$ cat config.mk
export PLATFORM = sky130hd
export DESIGN_NAME = id_regfile_bypass
export DESIGN_NICKNAME = d
export VERILOG_FILES = /design/src/rtl/id_regfile_bypass.sv
export SDC_FILE = /design/constraint.sdc
export NUM_CORES = 2
export LEC_CHECK = 0
export ABC_CLOCK_PERIOD_IN_PS = 4400
export CAP_MARGIN = 20
export CELL_PAD_IN_SITES_DETAIL_PLACEMENT = 1
export CELL_PAD_IN_SITES_GLOBAL_PLACEMENT = 2
export CORE_ASPECT_RATIO = 1.5
export CORE_MARGIN = 8
export CORE_UTILIZATION = 46
export DETAILED_ROUTE_END_ITERATION = 10
export HOLD_SLACK_MARGIN = 0.03
export PLACE_DENSITY_LB_ADDON = 0.1
export SLEW_MARGIN = 10
export SYNTH_ARGS = -nofsm -noshare
export SYNTH_HDL_FRONTEND = slang
export SYNTH_SLANG_ARGS = --single-unit
$ cat constraint.sdc
create_clock -name clk -period 4.4 [get_ports clk]
set_input_delay 0.88 -clock clk [delete_from_list [all_inputs] [get_ports clk]]
set_output_delay 0.88 -clock clk [all_outputs]
set_load 0.01 [all_outputs]
$ cat src/rtl/id_regfile_bypass.sv
`default_nettype none
// ============================================================================
// Module   : id_regfile_bypass
// Purpose  : ID-stage GPR file with EXE>MEM>WB forwarding and load-use stall.
// Revision : 1.0
// ============================================================================
module id_regfile_bypass #(
  parameter int DATA_W = 32,
  parameter int ADDR_W = 5,
  parameter int NREG   = 32
) (
  input  logic              clk,
  input  logic              resetn,
  input  logic              wb_to_id_valid,
  input  logic              wb_reg_we,
  input  logic [ADDR_W-1:0] wb_reg_waddr,
  input  logic [DATA_W-1:0] wb_final_result,
  input  logic              exe_valid,
  input  logic              exe_reg_we,
  input  logic [ADDR_W-1:0] exe_reg_waddr,
  input  logic              exe_is_load,
  input  logic [DATA_W-1:0] exe_result,
  input  logic              mem_valid,
  input  logic              mem_reg_we,
  input  logic [ADDR_W-1:0] mem_reg_waddr,
  input  logic [DATA_W-1:0] mem_final_result,
  input  logic              id_valid,
  input  logic [ADDR_W-1:0] rs_addr,
  input  logic              rs_used,
  input  logic [ADDR_W-1:0] rt_addr,
  input  logic              rt_used,
  output logic [DATA_W-1:0] rs_data,
  output logic [DATA_W-1:0] rt_data,
  output logic              id_stall
);

  localparam logic [ADDR_W-1:0] C_R0 = '0;

  logic [DATA_W-1:0] r_rf [NREG];

  logic w_wb_wr;
  logic w_exe_wr;
  logic w_mem_wr;
  logic w_exe_ld;

  // r0 targets are excluded here so they neither commit nor forward
  assign w_wb_wr  = wb_to_id_valid && wb_reg_we  && (wb_reg_waddr  != C_R0);
  assign w_exe_wr = exe_valid      && exe_reg_we && (exe_reg_waddr != C_R0);
  assign w_mem_wr = mem_valid      && mem_reg_we && (mem_reg_waddr != C_R0);
  assign w_exe_ld = w_exe_wr && exe_is_load;

  always_ff @(posedge clk or negedge resetn) begin
    if (!resetn) begin
      for (int i = 0; i < NREG; i++) begin
        r_rf[i] <= '0;
      end
    end else if (w_wb_wr) begin
      r_rf[wb_reg_waddr] <= wb_final_result;
    end
  end

  function automatic logic [DATA_W-1:0] fwd_read(input logic [ADDR_W-1:0] addr);
    logic [DATA_W-1:0] val;
    val = '0;
    if (addr == C_R0) begin
      val = '0;
    end else if (w_exe_wr && (exe_reg_waddr == addr)) begin
      val = exe_result;
    end else if (w_mem_wr && (mem_reg_waddr == addr)) begin
      val = mem_final_result;
    end else if (w_wb_wr && (wb_reg_waddr == addr)) begin
      val = wb_final_result;
    end else begin
      val = r_rf[addr];
    end
    return val;
  endfunction

  always_comb begin
    rs_data = fwd_read(rs_addr);
    rt_data = fwd_read(rt_addr);
  end

  // A load in EXE has no data yet; a consumer must wait until it reaches MEM
  always_comb begin
    id_stall = id_valid && w_exe_ld &&
               ((rs_used && (rs_addr == exe_reg_waddr)) ||
                (rt_used && (rt_addr == exe_reg_waddr)));
  end

endmodule
`default_nettype wire

==> impl_metrics.py <==
metrics = {
    "timing": {
        "finalWorstSetupSlack_ps": -9.29,
        "setup_violations": 1,
        "skew_ps": 0,
        "hold_violations": 0,
        "drv_slew": 0,
        "hold_ws_ps": 104,
        "grt_setup_unrepaired": "no",
        "relSlewSlack_pct": 20.6,
        "min_period_ps": 4410,
        "period_share_pct": 100,
        "fmax_ghz": 0.227,
        "worst-slew-pin-transition_ps": 1190,
    },
    "setup_path": {
        "crit_type": "input port to primary output",
        "r2r_cells": 1,
        "r2r-start": "r_rf[280]$_DFFE_PN0P_",
        "crit_arrival_ps": 3530,
        "max_stage_delay_ps": 530,
        "path_cells": "buf_8 > buf_12 > buf_12 > mux4_2 > mux4_2 > o2111ai_1 > o21ai_0 > dlygate4sd2_1",
        "reg2reg_to": "r_rf[280]$_DFFE_PN0P_",
        "required_ps": 3520,
        "end_kind": "primary output",
        "path_max_fanout": 15,
        "cp_slowest_cell": "mux4_2",
        "cp-start-kind": "input port",
        "r2r_setup_slack_ps": 3570,
    },
    "power_and_ir_drop": {
        "power.density_nw_per_um2": 391,
        "p_leak_nw": 30.0,
        "peakVddDrop_mv": 0.385,
        "p_total_mw": 26.6,
    },
    "routing": {
        "routed_wl_microns": 229000,
        "drt_iter0_drc": 3365,
        "ant_nets": 0,
        "num_vias": 39800,
        "via_per_inst": 6.78,
        "wl_per_cell_microns": 38.9,
        "drc_errors": 0,
        "dr.pass1.iters": 7,
    },
    "synthesis": {
        "ys_seq_area_share_pct": 45.6,
        "yosysWarningCount": 0,
        "ys_seq_elements": 1024,
        "synth_area_sq_um": 56200,
        "syn_inst": 3801,
        "yosys.cell_types.count": 57,
        "synth_async_sr_flop_share_pct": 100,
        "synth_edf_count": 0,
        "postSynthAreaPerCell_sq_um": 14.8,
        "syn_nets": 3934,
        "synthFlopType": "dfrtp_1",
    },
    "final_layout": {
        "stdcell_area_sq_um": 68000,
        "syn_to_final_growth_pct": 21.0,
        "top_regs": "r_rf (1024)",
        "fin_nets": 4331,
        "n_antenna_cell": 0,
        "final_util_pct": 55.9,
        "largest_reg_flops": 1024,
        "regMostFlops": "r_rf",
        "final_layout_size_suffix_gt1_share_pct": 55.1,
    },
    "clock_tree": {
        "numCtsBuffers": 105,
        "cts_sinks": 1024,
        "cts_tree": "yes",
        "cts_root_buf": "clkbuf_16",
        "clkTransAtPathRegs_ps": 70,
        "cts_max_path_buffers": 3,
        "htree_levels": 3,
        "insertion_delay_ps": 730,
    },
    "place": {
        "placed_area_sq_um": 63700,
        "port_buffers": 197,
        "post-place-ws_ps": -705,
        "gp_congestion": 0.968,
        "dp_hpwl_microns": 156000,
    },
    "floorplan": {
        "rows": 157,
        "ios": 198,
        "die_y_microns": 444,
        "dieArea_sq_um": 134000,
        "core_area_sq_um": 122000,
        "die_x_microns": 301,
        "initial_core_util_pct": 46.2,
    },
    "worst_hold_path": {
        "hp-class": "input port to asynchronous set/reset pin",
    },
    "run_status": {
        "violations": "setup timing",
        "outcome": "finished with violations",
    },
    "global_routing": {
        "grt_busiest_layer": "met2",
        "antenna_found_initial": 4,
        "gr-usage-all-layers_pct": 34.1,
        "use_met1_pct": 43.2,
        "grt_pass1_wl_microns": 331000,
        "grt_use_met3_pct": 6.96,
        "first_global_vias": 44200,
        "grtUsageMet2_pct": 54.5,
        "grt_max_degree": 159,
        "gr-total-overflow": 0,
    },
    "run": {
        "cap_violations": 0,
    },
}
-- through the flow --
step                      cells  TNS [ps]
after CTS                  5866         0
after detailed placement   5666    -21390
after floorplan            3801         0
final                      5873     -9.29
after global placement     5666    -23550
after global routing       5873         0
-- final cells by class --
type	instances	area, sq um
flip-flops and latches	1024	25600
clock inverters	36	541
multi-input cells	2341	29300
repair buffers	724	7350
inverters	2	7.51
well taps	1590	1990
fillers	11200	53600
clock buffers	156	3140
-- kinds of logic after synthesis --
| logic type | synth area share (%) |
|---|---|
| AO/OA/AOI/OAI | 4.13 |
| XOR/XNOR | 0.468 |
| buffers and inverters | 3.40 |
| flip-flops | 45.6 |
| multiplexers | 43.8 |
| AND/OR/NAND/NOR | 2.61 |
-- placed cells by master (no fill, tap or decap), types with 22 or more instances in the layout --
master,count
a211oi_1,43
a21oi_1,51
a221oi_1,32
a22oi_1,30
buf_12,110
buf_4,408
clkbuf_1,22
clkbuf_16,109
clkbuf_8,26
clkdlybuf4s50_1,115
dfrtp_1,1024
dlygate4sd2_1,59
mux2_2,1009
mux2i_1,121
mux4_2,531
nand2_1,87
nand3_1,22
nor2_4,26
nor2b_1,41
nor3_1,22
o21ai_0,60
o22ai_1,40
-- critical path: cells and delay by family --
family	cells	cell delay, ps
muxes	2	1040
buffers and inverters	4	950
AOI/OAI and AO/OA	2	600
-- synth_stat cells (33+ instances only) --
cell type	number	area (sq um)
a21oi_1	55	275
mux2i_1	121	1210
o21ai_0	74	370
mux4_2	531	12000
a221oi_1	50	438
buf_2	99	495
mux2_2	1011	11400
nand2_1	96	360
clkbuf_1	268	1010
o22ai_1	41	257
dfrtp_1	1024	25600
nor3_1	33	165
nor2_1	41	154
a211oi_1	47	353
nor2b_1	44	275
-- routing by layer --
metal	part of all wire, %	wire length, microns
met1	38	87300
met2	48	109000
met3	7.5	17200
met4	6.6	15000
met5	0.035	80
-- worst max path at each step --
stage,startpoint,endpoint,slack [ps],cells after the start
6_report,rt_addr[1],rt_data[22],-9,8
3_3_place_gp,mem_reg_waddr[2],rs_data[22],-690,11
5_1_grt,exe_reg_waddr[1],rt_data[25],0.4,11
4_1_cts,exe_reg_waddr[1],rs_data[14],6,10
2_1_floorplan,rt_addr[0],rt_data[28],630,9
3_5_place_dp,exe_reg_waddr[1],rs_data[22],-710,10
-- power by group --
part / switching (mW) / internal (mW)
clock network: 4.02 / 5.64
registers: 0.979 / 10.6
logic: 2.37 / 2.94
total: 7.37 / 19.2
-- what timing repair did --
action                                  4_1_cts  5_1_grt
hold buffers                                  0        0
hold endpoints to repair                      0        0
pin swaps                                    20        8
resized for setup                           163       34
gates cloned                                  1        1
endpoints found under the setup margin       64       27
setup buffers                                 7        6
Power figures use the tool's default switching activity.
